===== config.mk =====
export PLATFORM = sky130hd
export DESIGN_NAME = cnn_seq_ctrl
export DESIGN_NICKNAME = d
export VERILOG_FILES = /design/src/rtl/cnn_pkg.sv /design/src/rtl/cnn_conv_addr_gen.sv /design/src/rtl/cnn_seq_ctrl.sv
export SDC_FILE = /design/constraint.sdc
export NUM_CORES = 1
export LEC_CHECK = 0
export BUFFER_PORTS_ARGS = -buffer_cell sky130_fd_sc_hd__buf_2
export CAP_MARGIN = 20
export CORE_MARGIN = 2
export CORE_UTILIZATION = 55
export DETAILED_ROUTE_END_ITERATION = 6
export MAX_ROUTING_LAYER = met4
export PLACE_DENSITY_LB_ADDON = 0.3
export REMOVE_ABC_BUFFERS = 1
export SLEW_MARGIN = 10
export SYNTH_ARGS = -nofsm -noshare
export SYNTH_HDL_FRONTEND = slang
export SYNTH_HIERARCHICAL = 1
export SYNTH_SLANG_ARGS = --single-unit
export TNS_END_PERCENT = 1

===== constraint.sdc =====
create_clock -name clk -period 3.1 [get_ports clk]
set_clock_uncertainty 0.15 [all_clocks]
set_input_delay 0.155 -clock clk [delete_from_list [all_inputs] [get_ports clk]]
set_output_delay 0.155 -clock clk [all_outputs]
set_load 0.01 [all_outputs]

===== src/rtl/cnn_pkg.sv =====
// Shared types and constants for the CNN engine control sequencer.
// The opt encoding also selects the padding style used by the convolution.
package cnn_pkg;

  typedef enum logic [3:0] {
    S_IDLE,
    S_LOAD,
    S_CONV,
    S_CONV_DRAIN,
    S_POOL,
    S_FC,
    S_FC_DRAIN,
    S_NORM,
    S_DIV,
    S_DIV_DRAIN,
    S_ACT,
    S_OUT
  } state_e;

  localparam int N_IMG     = 48;
  localparam int N_KER     = 27;
  localparam int N_W       = 4;
  localparam int CONV_TAPS = 27;
  localparam int CONV_OPS  = 432;

  localparam logic [1:0] OPT_RELU_ZERO     = 2'd0;
  localparam logic [1:0] OPT_TANH_ZERO     = 2'd1;
  localparam logic [1:0] OPT_SIGM_REPL     = 2'd2;
  localparam logic [1:0] OPT_SOFTPLUS_REPL = 2'd3;

  function automatic logic pad_replicate(input logic [1:0] opt);
    case (opt)
      OPT_RELU_ZERO, OPT_TANH_ZERO:     pad_replicate = 1'b0;
      OPT_SIGM_REPL, OPT_SOFTPLUS_REPL: pad_replicate = 1'b1;
      default:                          pad_replicate = 1'b0;
    endcase
  endfunction

endpackage


===== src/rtl/cnn_conv_addr_gen.sv =====
// Convolution operand address generator: walks r,c (outer) and ch,kr,kc (inner),
// applying zero padding or edge replication on the 6x6 padded image.
module cnn_conv_addr_gen
  import cnn_pkg::*;
(
  input  logic       clk,
  input  logic       rst,
  input  logic       en,
  input  logic       pad_repl,
  output logic [5:0] mac_a_addr,
  output logic [4:0] mac_b_addr,
  output logic       mac_pad_zero,
  output logic       mac_first,
  output logic       mac_last,
  output logic [3:0] mac_dst,
  output logic       conv_done
);

  logic [1:0] r, c, ch, kr, kc;
  logic [8:0] op;
  logic [2:0] pr, pc;
  logic [4:0] tap;

  // Padded coordinate 0..5 mapped back onto the 4x4 image, saturating at the edges.
  function automatic logic [1:0] clamp_pad(input logic [2:0] p);
    logic [2:0] q;
    q = p - 3'd1;
    if (p == 3'd0)     clamp_pad = 2'd0;
    else if (p > 3'd4) clamp_pad = 2'd3;
    else               clamp_pad = q[1:0];
  endfunction

  always_ff @(posedge clk) begin
    if (rst) begin
      r  <= '0;
      c  <= '0;
      ch <= '0;
      kr <= '0;
      kc <= '0;
      op <= '0;
    end else if (en) begin
      op <= conv_done ? 9'd0 : op + 9'd1;
      if (kc == 2'd2) begin
        kc <= 2'd0;
        if (kr == 2'd2) begin
          kr <= 2'd0;
          if (ch == 2'd2) begin
            ch <= 2'd0;
            if (c == 2'd3) begin
              c <= 2'd0;
              r <= r + 2'd1;
            end else begin
              c <= c + 2'd1;
            end
          end else begin
            ch <= ch + 2'd1;
          end
        end else begin
          kr <= kr + 2'd1;
        end
      end else begin
        kc <= kc + 2'd1;
      end
    end
  end

  always_comb begin
    pr           = {1'b0, r} + {1'b0, kr};
    pc           = {1'b0, c} + {1'b0, kc};
    tap          = 5'(ch) * 5'd9 + 5'(kr) * 5'd3 + 5'(kc);
    mac_pad_zero = !pad_repl &&
                   (pr == 3'd0 || pr == 3'd5 || pc == 3'd0 || pc == 3'd5);
    mac_a_addr   = mac_pad_zero ? 6'd0 : {ch, clamp_pad(pr), clamp_pad(pc)};
    mac_b_addr   = tap;
    mac_first    = (tap == 5'd0);
    mac_last     = (tap == 5'(CONV_TAPS - 1));
    mac_dst      = {r, c};
    conv_done    = (op == 9'(CONV_OPS - 1));
  end

endmodule


===== src/rtl/cnn_seq_ctrl.sv =====
// Control sequencer for the single-pattern CNN engine: load burst, then a fixed
// schedule of conv/pool/FC/norm/div/activation/output strobes. Outputs are registered.
module cnn_seq_ctrl
  import cnn_pkg::*;
#(
  parameter int MAC_LAT = 3,
  parameter int DIV_LAT = 2
) (
  input  logic       clk,
  input  logic       rst,
  input  logic       in_valid,
  input  logic [1:0] opt,
  input  logic       act_ack,
  output logic [1:0] opt_q,
  output logic       ld_img_we,
  output logic [5:0] ld_img_addr,
  output logic       ld_ker_we,
  output logic [4:0] ld_ker_addr,
  output logic       ld_w_we,
  output logic [1:0] ld_w_addr,
  output logic       mac_issue,
  output logic       mac_sel,
  output logic [5:0] mac_a_addr,
  output logic [4:0] mac_b_addr,
  output logic       mac_pad_zero,
  output logic       mac_first,
  output logic       mac_last,
  output logic [3:0] mac_dst,
  output logic       pool_issue,
  output logic [1:0] pool_idx,
  output logic       norm_start,
  output logic       div_issue,
  output logic [1:0] div_idx,
  output logic       act_req,
  output logic [1:0] act_idx,
  output logic       out_valid,
  output logic [1:0] out_idx,
  output logic       busy
);

  state_e     state, state_next;
  logic [5:0] ld_cnt;
  logic [3:0] step;
  logic       load_wr, ker_wr, w_wr, act_fire;

  logic [5:0] cg_a;
  logic [4:0] cg_b;
  logic       cg_pad, cg_first, cg_last, conv_done;
  logic [3:0] cg_dst;

  logic [5:0] a_d;
  logic [4:0] b_d;
  logic       pad_d, first_d, last_d;
  logic [3:0] dst_d;

  assign load_wr  = in_valid && (state == S_IDLE || state == S_LOAD);
  assign ker_wr   = load_wr && (ld_cnt < 6'(N_KER));
  assign w_wr     = load_wr && (ld_cnt < 6'(N_W));
  // Only an ack that lands on a live request advances the activation index.
  assign act_fire = act_req && act_ack;

  cnn_conv_addr_gen u_conv_addr_gen (
    .clk          (clk),
    .rst          (rst),
    .en           (state == S_CONV),
    .pad_repl     (pad_replicate(opt_q)),
    .mac_a_addr   (cg_a),
    .mac_b_addr   (cg_b),
    .mac_pad_zero (cg_pad),
    .mac_first    (cg_first),
    .mac_last     (cg_last),
    .mac_dst      (cg_dst),
    .conv_done    (conv_done)
  );

  always_comb begin
    state_next = state;
    unique case (state)
      S_IDLE:       if (in_valid) state_next = S_LOAD;
      S_LOAD:       if (in_valid && ld_cnt == 6'(N_IMG - 1)) state_next = S_CONV;
      S_CONV:       if (conv_done) state_next = S_CONV_DRAIN;
      S_CONV_DRAIN: if (step == 4'(MAC_LAT - 1)) state_next = S_POOL;
      S_POOL:       if (step == 4'd3) state_next = S_FC;
      S_FC:         if (step == 4'd7) state_next = S_FC_DRAIN;
      S_FC_DRAIN:   if (step == 4'(MAC_LAT - 1)) state_next = S_NORM;
      S_NORM:       state_next = S_DIV;
      S_DIV:        if (step == 4'd3) state_next = S_DIV_DRAIN;
      S_DIV_DRAIN:  if (step == 4'(DIV_LAT - 1)) state_next = S_ACT;
      S_ACT:        if (act_fire && act_idx == 2'd3) state_next = S_OUT;
      S_OUT:        if (step == 4'd3) state_next = S_IDLE;
      default:      state_next = S_IDLE;
    endcase
  end

  // FC op index o*2+k lives in step: o = step[2:1] = {i,j}, k = step[0].
  always_comb begin
    a_d     = '0;
    b_d     = '0;
    pad_d   = 1'b0;
    first_d = 1'b0;
    last_d  = 1'b0;
    dst_d   = '0;
    if (state == S_CONV) begin
      a_d     = cg_a;
      b_d     = cg_b;
      pad_d   = cg_pad;
      first_d = cg_first;
      last_d  = cg_last;
      dst_d   = cg_dst;
    end else if (state == S_FC) begin
      a_d     = {4'd0, step[2], step[0]};
      b_d     = {3'd0, step[0], step[1]};
      dst_d   = {2'd0, step[2:1]};
      first_d = !step[0];
      last_d  = step[0];
    end
  end

  always_ff @(posedge clk) begin
    if (rst) begin
      state  <= S_IDLE;
      step   <= '0;
      ld_cnt <= '0;
    end else begin
      state <= state_next;
      step  <= (state_next != state) ? 4'd0 : step + 4'd1;
      if (load_wr) ld_cnt <= (ld_cnt == 6'(N_IMG - 1)) ? 6'd0 : ld_cnt + 6'd1;
    end
  end

  // Output register stage: every strobe lags the state that produced it by one cycle,
  // except act_req which is aimed at the state being entered so a request and its ack share a cycle.
  always_ff @(posedge clk) begin
    if (rst) begin
      opt_q        <= '0;
      ld_img_we    <= 1'b0;
      ld_img_addr  <= '0;
      ld_ker_we    <= 1'b0;
      ld_ker_addr  <= '0;
      ld_w_we      <= 1'b0;
      ld_w_addr    <= '0;
      mac_issue    <= 1'b0;
      mac_sel      <= 1'b0;
      mac_a_addr   <= '0;
      mac_b_addr   <= '0;
      mac_pad_zero <= 1'b0;
      mac_first    <= 1'b0;
      mac_last     <= 1'b0;
      mac_dst      <= '0;
      pool_issue   <= 1'b0;
      pool_idx     <= '0;
      norm_start   <= 1'b0;
      div_issue    <= 1'b0;
      div_idx      <= '0;
      act_req      <= 1'b0;
      act_idx      <= '0;
      out_valid    <= 1'b0;
      out_idx      <= '0;
      busy         <= 1'b0;
    end else begin
      if (state == S_IDLE && in_valid) opt_q <= opt;
      ld_img_we    <= load_wr;
      ld_img_addr  <= load_wr ? ld_cnt : 6'd0;
      ld_ker_we    <= ker_wr;
      ld_ker_addr  <= ker_wr ? ld_cnt[4:0] : 5'd0;
      ld_w_we      <= w_wr;
      ld_w_addr    <= w_wr ? ld_cnt[1:0] : 2'd0;
      mac_issue    <= (state == S_CONV) || (state == S_FC);
      mac_sel      <= (state == S_FC);
      mac_a_addr   <= a_d;
      mac_b_addr   <= b_d;
      mac_pad_zero <= pad_d;
      mac_first    <= first_d;
      mac_last     <= last_d;
      mac_dst      <= dst_d;
      pool_issue   <= (state == S_POOL);
      pool_idx     <= (state == S_POOL) ? step[1:0] : 2'd0;
      norm_start   <= (state == S_NORM);
      div_issue    <= (state == S_DIV);
      div_idx      <= (state == S_DIV) ? step[1:0] : 2'd0;
      act_req      <= (state_next == S_ACT);
      if (act_fire) act_idx <= act_idx + 2'd1;
      out_valid    <= (state == S_OUT);
      out_idx      <= (state == S_OUT) ? step[1:0] : 2'd0;
      busy         <= (state != S_IDLE);
    end
  end

endmodule


==> impl_metrics.ini, run 1 <==
[status]
outcome = completed

[routing]
firstDrtPassIters = 4
m1WireLength_microns = 3460
vias = 2900
drcViolationCount = 0
met2_length_microns = 3480
drtAntennaViolNets = 0
drt-total-wl_microns = 7420
highest_layer = met4
initialDrtViolationCount = 108
dr_wl_met3_microns = 368
viasPerCell = 5.37
wire_per_inst_microns = 13.7

[layout]
drive_above_1_share = 0.193
final_util = 0.647
antenna_cells = 0
final_cell_mix = dfxtp_1, buf_2, nor2_1
stdcell_count = 540
nets = 486
mostFrequentLayoutCell = dfxtp_1
area_delta_synth_final_pct = 14.8

[logic_synthesis]
synth_ff_type = dfxtp_1
postSynthCellCount = 399
ys_ff_latch = 85
yosysUniqueCellTypes = 58
yosys.area.top_type = dfxtp_1
yosysWarningCount = 6
ys_top_cells_by_area = dfxtp_1, ha_1, nor2_1, and2_1, xor2_1
yosysSeqAreaShare = 0.449
yosysTopAreaCellShare = 0.449
ys_async_sr_fraction = 0
syn_area_per_cell_sq_um = 9.50
syn_area_sq_um = 3790
synth_edf_count = 0

[global_routing]
antenna_found_initial = 0
grt_usage = 0.207
grt_pass1_wl_microns = 12000
grt-ovfl-total = 0
grt_pass1_vias = 2498
grt_max_degree = 41

[critical_path]
crit_path_end_kind = flop
reg2reg_depth = 10
crit_type = flop to flop
regToRegStartpoint = u_conv_addr_gen/kr[0]
critPathMaxFanout = 6
critPathRequiredTime_ps = 3200
worstReg2RegEnd = mac_first
critPathLaunchType = flop
r2r_slack_ps = 290
worstPathCellList = inv_1 -> fa_1 -> nand2b_1 -> nor2b_1 -> fa_1 -> inv_1 -> a31oi_1 -> xor2_1 -> and4_1 -> a22o_1
max_stage_delay_ps = 470
slowest_stage = dfxtp_1
worstPathArrival_ps = 2910

[power_and_ir_drop]
p_int_mw = 1.52
combinationalPowerShare = 0.038
pwr-share-clk = 0.409
switching_share = 0.245
pwr-share-seq = 0.553
total_power_mw = 2.02
power_switching_mw = 0.493
power_density_nw_per_um2 = 464
leakagePower_nw = 1.95
vdd_drop_max_v = 0.000294

[cts]
cts_setup_buffers = 0
cts_sinks = 85
cts_root_buffer = clkbuf_8
worstSkewPairLatency_ps = 360
h-tree-depth = 3
cts_buffers = 9
clk_path_buf_depth = 2
clkTransAtPathRegs_ps = 90
cts_tree = done

[placed_design]
io_buffers = 57
gp_congestion = 0.883
dp_cells = 521
dp_hpwl_microns = 5250

[hold_path]
hold_path_class = input port to flop
hold_end = opt_q[0]
worstHoldStart = in_valid
whs_path_depth = 4

[sta]
setup_viol = 0
finalSetupTns_ps = 0
slew_headroom = 0.426
drv_slew = 0
holdWs_ps = 98.4
final.period_utilization = 0.907
tightest_slew_ps = 854
fmax_mhz = 356
hold_viol = 0
grt_setup_unrepaired = false
period_needed_ps = 2810

[floorplan]
rows = 30
io_pins = 58
dieWidth_microns = 87.0
die_h_microns = 87.0
die-area_sq_um = 7570
coreArea_sq_um = 6720
start_util = 0.564

[flow_run]
maxCapViolCount = 0
[final cells by class]
type | instances | area (sq um)
fill | 550 | 2370
inverter | 21 | 78.8
timing repair buffer | 63 | 338
tap | 80 | 100
sequential | 85 | 1700
multi-input combinational | 275 | 1920
clock buffer | 9 | 124
clock inverter | 7 | 86.3
[synth_stat cells (all sizes together) (2+ instances only)]
cell and count:
and4 2, nand2 20, a22o 8, ha 20, mux2i 10, xnor2 6
a21oi 17, nor2 55, nand3 8, fa 5, o221ai 2, a21o 2
nor3 11, a31oi 3, nor2b 7, nor4 9, and2 27, inv 21
xor2 13, nor3b 2, nand4b 3, a211oi 2, mux2 2, nand4 7
dfxtp 85, clkbuf 7, maj3 3, or3 3, o22ai 3, and3 4
nand2b 5, o21ai 3, buf 11
[kinds of logic (layout without fill, tap and decap cells)]
| logic type | count (synthesis) | count (layout) | synth area share |
|---|---|---|---|
| muxes | 12 | 12 | 0.0324 |
| xor gates and xnor gates | 19 | 19 | 0.0439 |
| adders and majority gates | 28 | 28 | 0.100 |
| AOI/OAI and AO/OA | 46 | 46 | 0.0829 |
| and+or+nand+nor | 170 | 170 | 0.248 |
| buffers and inverters | 39 | 100 | 0.0436 |
| DFF | 85 | 85 | 0.449 |
[metrics by stage]
step,worst slack [ps],area (sq um)
after floorplan,479,3700
after global placement,407,4110
after detailed placement,315,4110
after CTS,283,4350
after global routing,155,4350
final,288,4350
[how the worst max path moves through the flow]
stage               slack, ps                   from  cells after the start        end
finish                    290  u_conv_addr_gen/kr[0]                     10  mac_first
global route              150  u_conv_addr_gen/kr[0]                     10  mac_first
CTS                       280  u_conv_addr_gen/kr[0]                     10  mac_first
detailed placement        310  u_conv_addr_gen/kr[0]                     10  mac_first
global placement          410  u_conv_addr_gen/kr[0]                     10  mac_first
floorplan                 480  u_conv_addr_gen/kr[0]                     10  mac_first
[power by group through the flow]
stage               clock, mW  sequential (mW)  combinational (mW)
global placement            0             1.14              0.0718
finish                  0.826             1.11              0.0766
floorplan                   0             1.14              0.0370
CTS                     0.844             1.11              0.0770
detailed placement          0             1.14              0.0738
global route            0.896             1.12              0.0845
[what timing repair did]
action / CTS / global route
hold buffers: 3 / 0
endpoints found under the hold margin: 3 / 0
resized for setup: 0 / 0
[layer usage]
metal / GRT usage / up-vias
li1: - / 1474
met3: 0.0341 / 13
met5: - / -
met2: 0.314 / 90
met4: 0.0795 / 0
met1: 0.278 / 1323
[flip-flops by register name, indices dropped and copies added, names as in the netlist, 2 cells and up]
name,cells
ld_w_addr,2
mac_b_addr,5
state,4
u_conv_addr_gen/ch,2
act_idx,2
u_conv_addr_gen/c,2
u_conv_addr_gen/r,2
mac_a_addr,6
opt_q,2
u_conv_addr_gen/kc,2
u_conv_addr_gen/op,9
step,4
pool_idx,2
div_idx,2
out_idx,2
u_conv_addr_gen/kr,2
ld_cnt,6
mac_dst,4
ld_img_addr,6
ld_ker_addr,5
[critical path: cells and delay by family, from the launching register on]
| family | cells | cell delay, ps |
|---|---|---|
| adder cells (fa/ha/maj) | 2 | 870 |
| AND/OR/NAND/NOR | 3 | 530 |
| flip-flops | 1 | 470 |
| AO/OA/AOI/OAI | 2 | 280 |
| buffers and inverters | 2 | 220 |
| XOR/XNOR | 1 | 180 |
No activity file was read; power rests on OpenSTA's default activity.
==> run 2, diff against run 1 <==
--- a/config.mk
+++ b/config.mk
@@ -5,6 +5,7 @@
 export SDC_FILE = /design/constraint.sdc
 export NUM_CORES = 1
 export LEC_CHECK = 0
+export ABC_AREA = 1
 export BUFFER_PORTS_ARGS = -buffer_cell sky130_fd_sc_hd__buf_2
 export CAP_MARGIN = 20
 export CORE_MARGIN = 2
==> run 2 against run 1 <==
Design area rose by 4.9%. Critical path depth rose by 3. Total power fell by 0.54%. Combinational power rose by 32%. Synthesized cell count rose by 28%. Routed wire length rose by 7.0%. Utilization rose by 1.7 points. Register-to-register slack improved by 190 ps. Worst setup slack improved by 190 ps. Sequential cell count did not move. Sequential power barely moved. Clock power fell by 4.7%. Critical path type unchanged.
==> impl_metrics.ini, run 2 <==
[status]
outcome = completed

[floorplan]
rows = 30
start_util = 0.572
io_pins = 58
dieWidth_microns = 88.5
coreArea_sq_um = 6870
die_h_microns = 88.5
die-area_sq_um = 7830

[cts]
cts_tree = done
h-tree-depth = 3
worstSkewPairLatency_ps = 360
clkTransAtPathRegs_ps = 100
cts_sinks = 85
cts_buffers = 9
cts_root_buffer = clkbuf_8
cts_setup_buffers = 0
clk_path_buf_depth = 2

[critical_path]
crit_path_frequent_cell = nand2_1
worstReg2RegEnd = mac_first
critPathMaxFanout = 6
worstPathCellList = inv_1 -> fa_1 -> inv_1 -> nand2_1 -> nand2_1 -> inv_1 -> fa_1 -> nand2_1 -> nor2_1 -> nand3_1 -> nor2_1 -> nand2_1 -> a21oi_1
slowest_stage = fa_1
reg2reg_depth = 13
regToRegStartpoint = u_conv_addr_gen/ch[0]
startpoint = u_conv_addr_gen/ch[0]
critPathLaunchType = flop
max_stage_delay_ps = 520
r2r_slack_ps = 480
worstPathArrival_ps = 2760
crit_type = flop to flop
crit_path_end_kind = flop
critPathRequiredTime_ps = 3230

[power_and_ir_drop]
power_density_nw_per_um2 = 439
vdd_drop_max_v = 0.000196
leakagePower_nw = 2.13

[routing]
viasPerCell = 4.89
wire_per_inst_microns = 11.7
drcViolationCount = 0
vias = 3327
drtAntennaViolNets = 0
firstDrtPassIters = 4
drt-total-wl_microns = 7940
initialDrtViolationCount = 125

[global_routing]
grt_max_degree = 25
antenna_found_initial = 0
grt_pass1_vias = 2999
grt_usage = 0.222
grt-ovfl-total = 0
grt_pass1_wl_microns = 13100

[layout]
mostFrequentLayoutCell = nand2_1
antenna_cells = 0
final_cell_mix = nand2_1, dfxtp_1, nor2_1
largest-register = u_conv_addr_gen/op
area_delta_synth_final_pct = 16.2
seq_area_sq_um = 1700
nets = 611
drive_above_1_share = 0.209
largest_register_ff_count = 9
multi_input_area_sq_um = 1900
nFillCells = 586

[sta]
grt_setup_unrepaired = false
fmax_mhz = 381
finalSetupTns_ps = 0
setup_viol = 0
fin_ws_ps = 478
holdWs_ps = 29.9
final.period_utilization = 0.846
slew_headroom = 0.651
period_needed_ps = 2620
hold_viol = 0
drv_slew = 0
tightest_slew_ps = 522

[logic_synthesis]
yosysMostFrequentCell = nand2_1
synth_common_cells = nand2_1, dfxtp_1, nor2_1
synth_ff_type = dfxtp_1
yosysUniqueCellTypes = 35
syn_area_per_cell_sq_um = 7.69
ys_ff_latch = 85
postSynthCellCount = 511
yosysTopAreaCellShare = 0.433
ys_async_sr_fraction = 0
ys_top_cells_by_area = dfxtp_1, nand2_1, nor2_1, inv_1, ha_1
yosysSeqAreaShare = 0.433
yosys.area.top_type = dfxtp_1
syn_area_sq_um = 3930
yosysWarningCount = 6
synth_edf_count = 0

[hold_path]
hold_path_class = input port to flop
worstHoldStart = rst
hold_end = mac_last
whs_path_depth = 4

[placed_design]
io_buffers = 57
gp_congestion = 0.886
place_ws_ps = 510
dp_hpwl_microns = 5960

[flow_run]
maxCapViolCount = 0
run 2: critical path: cells and delay by family (launching register included):
family          cells  cell delay (ps)
fa+ha+maj           2             1000
simple gates        7              530
compound gates      1              160
flops               1              450
buf+inv             3              250
run 2: kinds of logic (layout without fill, tap and decap cells):
family	count (synthesis)	in the layout	share of synthesized area
flops	85	85	0.433
mux	1	1	0.00255
xor+xnor	7	7	0.0156
fa+ha+maj	25	25	0.0892
buf+inv	85	159	0.0838
compound gates	56	56	0.0793
simple gates	252	252	0.296
run 2: metrics by stage:
stage	utilization	instance area [sq um]	power (mW)	cells
CTS	0.665	4570	2.02	681
floorplan	-	3900	1.20	505
global placement	0.629	4320	1.24	660
finish	0.665	4570	2.01	681
detailed placement	0.629	4320	1.24	660
global route	0.665	4570	2.08	681
run 2: routing by layer:
metal / share of wire / global-route usage / vias up
li1: - / - / 1742
met1: 0.48 / 0.275 / 1489
met2: 0.46 / 0.362 / 85
met3: 0.045 / 0.0438 / 11
met4: 0.015 / 0.0799 / 0
met5: 0 / - / -
run 2: area by class of cell:
| cell class | instances | share of cell area |
|---|---|---|
| sequential | 85 | 0.373 |
| inverter | 79 | 0.0655 |
| timing repair buffer | 64 | 0.0767 |
| clock buffer | 9 | 0.0271 |
| multi-input combinational | 341 | 0.415 |
| tap | 96 | 0.0263 |
| clock inverter | 7 | 0.0162 |
run 2: power by group:
part           internal (mW)  switching (mW)
clock                  0.322           0.465
combinational         0.0358          0.0652
sequential              1.11          0.0123
run 2: worst max-delay path by stage:
stage	slack, ps	depth (start not counted)	endpoint
6_report	480	13	mac_first
5_1_grt	260	16	mac_last
4_1_cts	480	13	mac_first
3_5_place_dp	510	13	mac_first
3_3_place_gp	630	13	mac_first
2_1_floorplan	730	13	mac_first
run 2: timing repair:
| action | in CTS | in global routing |
|---|---|---|
| hold buffers | 5 | 0 |
| hold endpoints to repair | 3 | 0 |
| gates resized for setup | 0 | 0 |
==> run 3, diff against run 2 <==
--- a/config.mk
+++ b/config.mk
@@ -9,7 +9,7 @@
 export BUFFER_PORTS_ARGS = -buffer_cell sky130_fd_sc_hd__buf_2
 export CAP_MARGIN = 20
 export CORE_MARGIN = 2
-export CORE_UTILIZATION = 55
+export CORE_UTILIZATION = 51
 export DETAILED_ROUTE_END_ITERATION = 6
 export MAX_ROUTING_LAYER = met4
 export PLACE_DENSITY_LB_ADDON = 0.3
==> constraint.sdc (replaced) <==
create_clock -name clk -period 2.4 [get_ports clk]
set_clock_uncertainty 0.15 [all_clocks]
set_input_delay 0.12 -clock clk [delete_from_list [all_inputs] [get_ports clk]]
set_output_delay 0.12 -clock clk [all_outputs]
set_load 0.01 [all_outputs]
==> run 3 against run 2 <==
Worst setup slack got worse by 570 ps. The run now ends with setup timing left. Critical path depth unchanged. Worst hold slack improved by 42 ps. Largest cell class unchanged. Clock power up 32%. Sequential share of layout area shrank 0.69 points.
==> impl_metrics.ini, run 3 (synthesized netlist as in run 2, its figures left out) <==
[layout]
mostFrequentLayoutCell = nand2_1
nets = 619
nFillCells = 647
largest_register_ff_count = 9
area_delta_synth_final_pct = 18.6
final_util = 0.632
antenna_cells = 0
stdcell_count = 692
final_cell_mix = nand2_1, dfxtp_1, nor2_1
largest-register = u_conv_addr_gen/op
drive_above_1_share = 0.234

[flow_run]
maxCapViolCount = 0

[cts]
worstSkewPairLatency_ps = 360
h-tree-depth = 3
cts_sinks = 85
cts_buffers = 9
cts_root_buffer = clkbuf_8
cts_tree = done
clk_path_buf_depth = 2
clkTransAtPathRegs_ps = 90

[power_and_ir_drop]
power_density_nw_per_um2 = 561
pwr-share-seq = 0.552
pwr-share-clk = 0.397
p_int_mw = 1.97
switching_share = 0.246
combinationalPowerShare = 0.051
vdd_drop_max_v = 0.000240
leakagePower_nw = 2.17
power_switching_mw = 0.644

[critical_path]
crit_type = flop to flop
worstPathArrival_ps = 2630
critPathLaunchType = flop
crit_path_end_kind = flop
startpoint = u_conv_addr_gen/kc[1]
regToRegStartpoint = u_conv_addr_gen/kc[1]
critPathRequiredTime_ps = 2530
critPathMaxFanout = 3

[routing]
highest_layer = met4
dr_wl_met3_microns = 416
wire_per_inst_microns = 12.2
drtAntennaViolNets = 0
m1WireLength_microns = 3790
drt-total-wl_microns = 8430
initialDrtViolationCount = 103
firstDrtPassIters = 4
vias = 3394
viasPerCell = 4.90
drcViolationCount = 0
met2_length_microns = 4130

[sta]
holdWs_ps = 71.5
fmax_mhz = 401
setup_viol = 1
grt_setup_unrepaired = true
fin_ws_ps = -94.5
hold_viol = 0
period_needed_ps = 2490
drv_slew = 0
final.period_utilization = 1.04
tightest_slew_ps = 644
slew_headroom = 0.567

[placed_design]
io_buffers = 57
place_ws_ps = 16.0
dp_hpwl_microns = 6240
dp_cells = 669
gp_congestion = 0.897

[global_routing]
antenna_found_initial = 0
grt_max_degree = 20
grt-ovfl-total = 0
grt_pass1_vias = 3206
grt_pass1_wl_microns = 14000
grt_usage = 0.212

[floorplan]
rows = 31
io_pins = 58
die_h_microns = 91.8
start_util = 0.533
dieWidth_microns = 91.8
coreArea_sq_um = 7370
die-area_sq_um = 8420

[status]
outcome = finished with violations
violations = setup timing

[hold_path]
worstHoldStart = in_valid
hold_path_class = input port to flop
[run 3: cell types whose count changed in the layout (fill, tap and decap cells not counted), sizes merged]
| cell | before | now |
|---|---|---|
| dlygate4sd3 | 5 | 6 |
| clkinvlp | 0 | 2 |
| clkinv | 3 | 1 |
| buf | 59 | 66 |
| inv | 83 | 82 |
| bufinv | 0 | 1 |
[run 3: what timing repair did]
item                                    in CTS  in global routing
hold buffers                                 6                  0
buffers inserted                             0                  1
hold endpoints to repair                    11                  0
resized for setup                            0                 10
endpoints found under the setup margin       1                  9
pin swaps                                    0                  8
[run 3: power by group through the flow]
stage / clock (mW) / sequential (mW) / combinational [mW]
floorplan: 0 / 1.48 / 0.0732
global placement: 0 / 1.47 / 0.121
detailed placement: 0 / 1.48 / 0.123
CTS: 1.06 / 1.44 / 0.133
global route: 1.13 / 1.45 / 0.148
finish: 1.04 / 1.44 / 0.133
[run 3: final cells by class]
cell class              count  area [sq um]  share of cell area
clock buffers               9           124              0.0266
repair buffers             72           413              0.0886
clock inverters             7          80.1              0.0172
multi-input cells         341          1910               0.411
inverters                  79           299              0.0642
flip-flops and latches     85          1700               0.366
well taps                  99           124              0.0266
[run 3: path summary, 6_finish.rpt]
kind | end | slack [ps] | cells past startpoint
setup / recovery | mac_first | -90 | 13
hold reg to reg | mac_dst[3] | 330 | 2
setup reg to reg | mac_first | -90 | 13
hold / removal | ld_cnt[2] | 70 | 5
[run 3: metrics by stage]
step	setup TNS, ps	total power [mW]	cell area (sq um)
after CTS	-8.52	2.64	4630
after global placement	0	1.60	4370
final	-94.5	2.61	4660
after global routing	-335	2.72	4660
after detailed placement	0	1.60	4370
after floorplan	0	1.55	3900
[run 3: metal layers]
| metal | vias to the layer above | track usage |
|---|---|---|
| li1 | 1760 | - |
| met1 | 1542 | 0.255 |
| met2 | 83 | 0.352 |
| met3 | 9 | 0.0468 |
| met4 | 0 | 0.0709 |
| met5 | - | - |
[run 3: worst max-delay path: stages (launching register included)]
cell     delay (ps)
dfxtp_2         350
inv_2            50
fa_1            470
inv_1            60
nand2_1          50
nand2_2          80
inv_2            50
fa_2            600
nand2_2          60
nor2_1           90
nand3_1          90
nor2_1          100
nand2_1          60
a21oi_1         170
